--- config.mk ---
export PLATFORM = sky130hd
export DESIGN_NAME = ctrl_pipe_hazard
export DESIGN_NICKNAME = d
export VERILOG_FILES = /design/src/rtl/ctrl_pipe_hazard.sv
export SDC_FILE = /design/constraint.sdc
export NUM_CORES = 1
export LEC_CHECK = 0
export CORE_MARGIN = 2
export CORE_UTILIZATION = 43
export CTS_BUF_LIST = sky130_fd_sc_hd__clkbuf_4
export DETAILED_ROUTE_END_ITERATION = 10
export PLACE_DENSITY = 0.78
export SYNTH_ARGS = -nofsm -noshare
export SYNTH_HDL_FRONTEND = slang
export SYNTH_SLANG_ARGS = --single-unit
--- constraint.sdc ---
create_clock -name clk -period 2.4 [get_ports clk]
set_input_delay 0.72 -clock clk [delete_from_list [all_inputs] [get_ports clk]]
set_output_delay 0.72 -clock clk [all_outputs]
set_load 0.01 [all_outputs]
--- src/rtl/ctrl_pipe_hazard.sv ---
// Control bus pipeline (ID/EX, EX/MEM, MEM/WB) with load-use stall
// and MEM-stage branch resolution that squashes younger instructions.
module ctrl_pipe_hazard #(
    parameter int REG_ADDR_W = 5,
    parameter bit HAZARD_EN  = 1'b1
) (
    input  logic                  clk,
    input  logic                  reset,
    input  logic [8:0]            id_ctrl,
    input  logic [REG_ADDR_W-1:0] id_rs,
    input  logic [REG_ADDR_W-1:0] id_rt,
    input  logic [REG_ADDR_W-1:0] id_rd,
    input  logic                  ex_zero,
    output logic                  ex_RegDst,
    output logic                  ex_ALUSrc,
    output logic [1:0]            ex_ALUOp,
    output logic [REG_ADDR_W-1:0] ex_rt,
    output logic                  mem_MemRead,
    output logic                  mem_MemWrite,
    output logic                  mem_Branch,
    output logic [REG_ADDR_W-1:0] mem_write_reg,
    output logic                  wb_RegWrite,
    output logic                  wb_MemtoReg,
    output logic [REG_ADDR_W-1:0] wb_write_reg,
    output logic                  branch_taken,
    output logic                  pc_write,
    output logic                  ifid_write,
    output logic                  ifid_flush
);

    localparam int C_REGDST   = 8;
    localparam int C_ALUSRC   = 7;
    localparam int C_MEMTOREG = 6;
    localparam int C_REGWRITE = 5;
    localparam int C_MEMREAD  = 4;
    localparam int C_MEMWRITE = 3;
    localparam int C_BRANCH   = 2;

    logic [8:0]            ex_ctrl;
    logic [REG_ADDR_W-1:0] ex_rd;
    logic                  mem_MemtoReg;
    logic                  mem_RegWrite;
    logic                  mem_zero;
    logic                  stall;
    logic [REG_ADDR_W-1:0] ex_dst;

    always_comb begin
        stall = HAZARD_EN
              && ex_ctrl[C_MEMREAD]
              && (ex_rt != '0)
              && ((ex_rt == id_rs) || (ex_rt == id_rt));
    end

    assign ex_RegDst    = ex_ctrl[C_REGDST];
    assign ex_ALUSrc    = ex_ctrl[C_ALUSRC];
    assign ex_ALUOp     = ex_ctrl[1:0];
    assign ex_dst       = ex_ctrl[C_REGDST] ? ex_rd : ex_rt;
    assign branch_taken = mem_Branch & mem_zero;
    // A taken branch squashes the stalling instruction, so it must not hold PC
    assign pc_write     = ~stall | branch_taken;
    assign ifid_write   = ~stall | branch_taken;
    assign ifid_flush   = branch_taken;

    always_ff @(posedge clk) begin
        if (reset) begin
            ex_ctrl       <= '0;
            ex_rt         <= '0;
            ex_rd         <= '0;
            mem_MemtoReg  <= 1'b0;
            mem_RegWrite  <= 1'b0;
            mem_MemRead   <= 1'b0;
            mem_MemWrite  <= 1'b0;
            mem_Branch    <= 1'b0;
            mem_write_reg <= '0;
            mem_zero      <= 1'b0;
            wb_RegWrite   <= 1'b0;
            wb_MemtoReg   <= 1'b0;
            wb_write_reg  <= '0;
        end else begin
            ex_rt <= id_rt;
            ex_rd <= id_rd;
            if (stall || branch_taken) ex_ctrl <= '0;
            else                       ex_ctrl <= id_ctrl;

            mem_write_reg <= ex_dst;
            mem_zero      <= ex_zero;
            if (branch_taken) begin
                mem_MemtoReg <= 1'b0;
                mem_RegWrite <= 1'b0;
                mem_MemRead  <= 1'b0;
                mem_MemWrite <= 1'b0;
                mem_Branch   <= 1'b0;
            end else begin
                mem_MemtoReg <= ex_ctrl[C_MEMTOREG];
                mem_RegWrite <= ex_ctrl[C_REGWRITE];
                mem_MemRead  <= ex_ctrl[C_MEMREAD];
                mem_MemWrite <= ex_ctrl[C_MEMWRITE];
                mem_Branch   <= ex_ctrl[C_BRANCH];
            end

            wb_RegWrite  <= mem_RegWrite;
            wb_MemtoReg  <= mem_MemtoReg;
            wb_write_reg <= mem_write_reg;
        end
    end

endmodule

==> flow_summary.json, run 1 <==
{
  "cts_buffer_depth": 2,
  "synth_cell_types": 16,
  "cts.sinks": 37,
  "wl_per_cell_um": 11.95,
  "numCtsBuffers": 5,
  "drv_slew": 0,
  "cp_max_fo": 2,
  "antenna_left": 0,
  "synthCells": 117,
  "end_kind": "output pin",
  "die_w_um": 58.56,
  "top_usage_layer": "met2",
  "die_area_um2": 3429,
  "die_h_um": 58.56,
  "finalCritPeriodShare_pct": 98.17,
  "met1_usage_pct": 17.34,
  "tightest_slew_ps": 320.9,
  "peakVddDrop_uv": 467.9,
  "path_class": "reg2out",
  "synth_warnings": 0,
  "setup_viol": 0,
  "power.total_mw": 1.158,
  "tns_ps": 0,
  "finClkSkew_ps": 6.622,
  "drive_gt1_share_pct": 24.02,
  "grt_pass1_wl_um": 3981,
  "layout_min_cycle_time_ps": 2356,
  "dp_hpwl_um": 2002,
  "nets": 205,
  "vias": 963,
  "antenna_found_initial": 0,
  "slew_headroom_pct": 78.58,
  "synth_mux_area_share_pct": 3.910,
  "cp-start-kind": "flop",
  "htreeDepth": 2,
  "synth_area_per_cell_um2": 10.94,
  "p_leak_nw": 0.7849,
  "io_pins": 55,
  "cts-root-buf": "clkbuf_4",
  "drtIter0Drc": 5,
  "synthesis.area_um2": 1280,
  "worst_ep_arrival_time_ps": 1640,
  "holdWs_ps": 434.0,
  "placementRows": 19,
  "insertion_delay_ps": 330,
  "grt_use_met2_pct": 27.61,
  "max_stage_delay_ps": 520,
  "outcome": "finished, final reports clean",
  "synth_compound_area_share_pct": 8.309,
  "ys_ff_latch": 37,
  "required_ps": 1680,
  "cap_violations": 0,
  "largest_reg_flops": 9,
  "cpMaxStageDelayCell": "or4_1",
  "io_buffers": 54,
  "synth_xor_area_share_pct": 6.843,
  "ys_seq_area_share_pct": 57.87,
  "syn_to_final_growth_pct": 55.03,
  "use_met3_pct": 6.813,
  "grt_overflow": 0,
  "syn_nets": 144,
  "worstPathCellList": "or4_1, o21a_1, nand3b_1, buf_2",
  "hold_path.class": "reg2reg",
  "initial_core_util_pct": 46.02,
  "synthSimpleGateAreaFrac_pct": 18.67,
  "grt_max_degree": 24,
  "fill_cells": 221,
  "powerDensity_nw_per_um2": 583.3,
  "regMostFlops": "ex_ctrl",
  "drc": 0,
  "rsz0062_at_grt": "true",
  "grt.total_usage_pct": 16.00,
  "clk_pin_slew_worst_paths_ps": 100,
  "diodes": 0,
  "fmax_mhz": 424.4,
  "vias_per_cell": 4.586,
  "synthAdderAreaFrac_pct": 0,
  "core-area_um2": 2781,
  "post_cts_buffers": 0,
  "synth_top_family_by_area": "simple AND/OR/NAND/NOR gates",
  "cts_tree": "done",
  "place_congestion": 0.7444,
  "grt_pass1_vias": 938,
  "first_pass_iters": 4,
  "wl_um": 2510,
  "hold_viol": 0
}
==> Yosys cell counts (all sizes together) <==
master	count	area share [%]
dfxtp	37	58
nor2b	18	8.8
nand2	11	3.2
xnor2	10	6.8
a21oi	9	6.2
and2	6	2.9
nor2	6	1.8
buf	5	3.2
mux2i	5	3.9
clkbuf	4	1.2
nand3	2	0.78
nand3b	1	0.59
o21a	1	0.59
o22ai	1	1.6
or4	1	0.59
==> placed cells by master, fill, tap and decap left out, types with 3 or more instances in the layout <==
cell type / instances
buf_2: 3
a21oi_2: 9
nor2_1: 6
mux2i_1: 5
xnor2_2: 8
nand2_1: 10
clkdlybuf4s50_1: 42
buf_4: 9
clkbuf_4: 5
and2_1: 6
nor2b_1: 18
clkdlybuf4s15_1: 7
dfxtp_1: 36
==> worst max-delay path, delay by kind of cell (launching register included) <==
family / cells / cell delay [ps]
buffers and inverters: 1 / 150
AO/OA/AOI/OAI: 1 / 210
flip-flops: 1 / 320
AND/OR/NAND/NOR: 2 / 620
==> cells by family (layout without fill, tap and decap cells) <==
family,Yosys count,after routing
buffers and inverters,9,71
and+or+nand+nor,45,45
DFF,37,37
xor gates and xnor gates,10,10
muxes,5,5
AOI/OAI and AO/OA,11,11
==> metrics by stage <==
stage | setup WS (ps) | instances | util [%] | cell area, um2
floorplan | -20.40 | 117 | - | 1340
global placement | -575.5 | 202 | 69.41 | 1931
detailed placement | -660.5 | 202 | 69.41 | 1931
CTS | 1.596 | 210 | 71.30 | 1983
global route | -26.23 | 210 | 71.35 | 1984
finish | 43.86 | 210 | 71.35 | 1984
==> power breakdown <==
group	switching (mW)	leakage, nW	total (mW)	internal [mW]
sequential	0.0122	0.306	0.656	0.644
combinational	0.0779	0.448	0.195	0.117
clock	0.196	0.0310	0.306	0.110
total	0.286	0.785	1.16	0.872
==> final cells by class <==
type,instances,area [um2],share of cell area [%]
clock buffer,5,37.54,1.892
clock inverter,3,17.52,0.8827
multi-input combinational,71,555.5,28.00
sequential,37,742.0,37.39
tap,31,38.79,1.955
timing repair buffer,63,593.1,29.89
==> path summary, 6_finish.rpt <==
kind         cells after the start            to        from  slack [ps]
min                              1  mem_MemtoReg  ex_ctrl[6]         430
max                              4    ifid_write    ex_rt[4]          40
min reg2reg                      1  mem_MemtoReg  ex_ctrl[6]         430
max reg2reg                      4    ex_ctrl[7]    ex_rt[4]         990
==> layer usage <==
layer | share of wire, % | up-vias
met2 | 53 | 28
met4 | 1.4 | 0
met3 | 6.4 | 6
met5 | 0 | -
li1 | - | 496
met1 | 39 | 433
==> repair_timing <==
item | 4_1_cts | 5_1_grt
setup endpoints to repair | 2 | 2
resized for setup | 28 | 6
pin swaps | 12 | 15
hold buffers | 0 | 0
No activity file was read; power rests on OpenSTA's default activity.
==> run 2: changes to the inputs <==
--- a/config.mk
+++ b/config.mk
@@ -6,10 +6,10 @@
 export NUM_CORES = 1
 export LEC_CHECK = 0
 export CORE_MARGIN = 2
-export CORE_UTILIZATION = 43
-export CTS_BUF_LIST = sky130_fd_sc_hd__clkbuf_4
+export CORE_UTILIZATION = 41
+export CTS_BUF_LIST = sky130_fd_sc_hd__clkbuf_4 sky130_fd_sc_hd__clkbuf_8 sky130_fd_sc_hd__clkbuf_16
 export DETAILED_ROUTE_END_ITERATION = 10
-export PLACE_DENSITY = 0.78
+export PLACE_DENSITY = 0.75
 export SYNTH_ARGS = -nofsm -noshare
 export SYNTH_HDL_FRONTEND = slang
 export SYNTH_SLANG_ARGS = --single-unit
==> flow_summary.json, run 2 (synthesis results as in run 1) <==
{
  "finalCritPeriodShare_pct": 98.30,
  "worst_ep_arrival_time_ps": 1640,
  "drv_slew": 0,
  "insertion_delay_ps": 350,
  "numCtsBuffers": 5,
  "multiInputGateArea_um2": 559.3,
  "p_int_mw": 1.009,
  "hold_viol": 0,
  "required_ps": 1680,
  "antenna_found_initial": 0,
  "fmax_mhz": 423.9,
  "vias": 973,
  "reg2reg_depth": 4,
  "mostFrequentLayoutCell": "clkdlybuf4s50_1",
  "rr_endpoint": "ex_ctrl[3]",
  "rsz0062_at_grt": "true",
  "largest_reg_flops": 9,
  "first_pass_iters": 3,
  "wl_per_cell_um": 12.63,
  "p_seq_share_pct": 50.2,
  "vias_per_cell": 4.568,
  "setup_slack_ps": 40.89,
  "cts-root-buf": "clkbuf_4",
  "outcome": "finished, final reports clean",
  "cts_tree": "done",
  "htreeDepth": 2,
  "io_pins": 55,
  "diodes": 0,
  "layout_min_cycle_time_ps": 2359,
  "p_comb_share_pct": 15.0,
  "hold_path.class": "reg2reg",
  "cap_violations": 0,
  "cp-start-kind": "flop",
  "tightest_slew_ps": 339.6,
  "grt_max_degree": 24,
  "cp_max_fo": 2,
  "dp_hpwl_um": 2090,
  "drtIter0Drc": 9,
  "place_congestion": 0.7779,
  "die_h_um": 59.88,
  "drc": 0,
  "placementRows": 20,
  "min_to": "mem_Branch",
  "fill_cells": 242,
  "power.total_mw": 1.309,
  "drive_gt1_share_pct": 25.56,
  "io_buffers": 54,
  "powerDensity_nw_per_um2": 650.4,
  "setup_viol": 0,
  "layout_common_cells": "42 x clkdlybuf4s50_1, 36 x dfxtp_1, 18 x nor2b_1",
  "core-area_um2": 3003,
  "clock_power_share_pct": 34.8,
  "grt_pass1_vias": 971,
  "p_leak_nw": 0.8081,
  "syn_to_final_growth_pct": 57.28,
  "startpoint": "ex_rt[4]",
  "grt_pass1_wl_um": 4146,
  "dpl_worst_slack_ps": -603.2,
  "die_w_um": 59.88,
  "hold_start": "ex_ctrl[2]",
  "wl_um": 2691,
  "cts.sinks": 37,
  "finClkSkew_ps": 9.906,
  "regMostFlops": "ex_ctrl",
  "holdWs_ps": 440.3,
  "grt_overflow": 0,
  "initial_core_util_pct": 42.63,
  "grt.total_usage_pct": 16.41,
  "nets": 206,
  "cts_buffer_depth": 2,
  "switching_share_pct": 22.95,
  "timing.rr.start": "ex_rt[4]",
  "slew_headroom_pct": 77.33,
  "clk_pin_slew_worst_paths_ps": 110,
  "path_class": "reg2out",
  "p_sw_uw": 300.5,
  "peakVddDrop_uv": 390.6,
  "die_area_um2": 3585,
  "regArea_um2": 742.0,
  "reg2reg_slack_ps": 980,
  "end_kind": "output pin",
  "antenna_left": 0,
  "whs_path_depth": 1
}
## run 2: cell count changes in the layout (fill, tap and decap cells not counted), sizes merged
cell           change
clkdlybuf4s15      -8
dlygate4sd2        +6
clkbuf             +4
clkinv             -2
bufinv             +1
## run 2: timing repair
item	CTS	global route
setup buffers	0	1
gates resized for setup	21	8
pin swaps	5	8
endpoints found under the hold margin	0	0
endpoints found under the setup margin	2	2
hold buffers	0	0
## run 2: power groups by stage
stage,Combinational (mW),Sequential (mW),Clock [mW]
final,0.196,0.657,0.456
after floorplan,0.0839,0.681,0
after global placement,0.195,0.669,0
after detailed placement,0.199,0.671,0
after global routing,0.211,0.660,0.480
after CTS,0.197,0.657,0.465
## run 2: stage by stage
step,setup TNS (ps),std cells,util [%],instance area (um2)
floorplan,-20.40,117,-,1340
global placement,-1159,204,64.38,1933
detailed placement,-1203,204,64.38,1933
CTS,0,212,67.00,2012
global route,-40.85,213,67.04,2013
finish,0,213,67.04,2013
## run 2: area by class of cell
type                            instances  area share [%]
Clock buffer                            6           2.548
Sequential cell                        37           36.86
Timing Repair Buffer                   64           28.90
Clock inverter                          2           1.865
Multi-Input combinational cell         71           27.78
Tap cell                               33           2.051
## run 2: how the worst max path moves through the flow
stage | slack (ps) | end | cells after the start
after global placement | -580 | pc_write | 6
after CTS | 3 | ifid_write | 6
after detailed placement | -600 | ifid_write | 6
after floorplan | -20 | pc_write | 5
after global routing | -20 | ifid_write | 4
final | 40 | ifid_write | 4
## run 2: critical path, cell delays in order (launching register included)
cell and delay, ps:
dfxtp_1 330, or4_4 520, o21a_1 210, nand3b_1 100, buf_2 140
## run 2: metal layers
layer | part of all wire [%] | routed length, um | track usage, % | vias up
met5 | 0 | 0 | 0 | -
met4 | 2.9 | 77 | 11.43 | 0
met3 | 4.2 | 114 | 3.896 | 8
met2 | 53 | 1433 | 29.66 | 25
met1 | 40 | 1066 | 16.21 | 450
li1 | - | - | - | 490
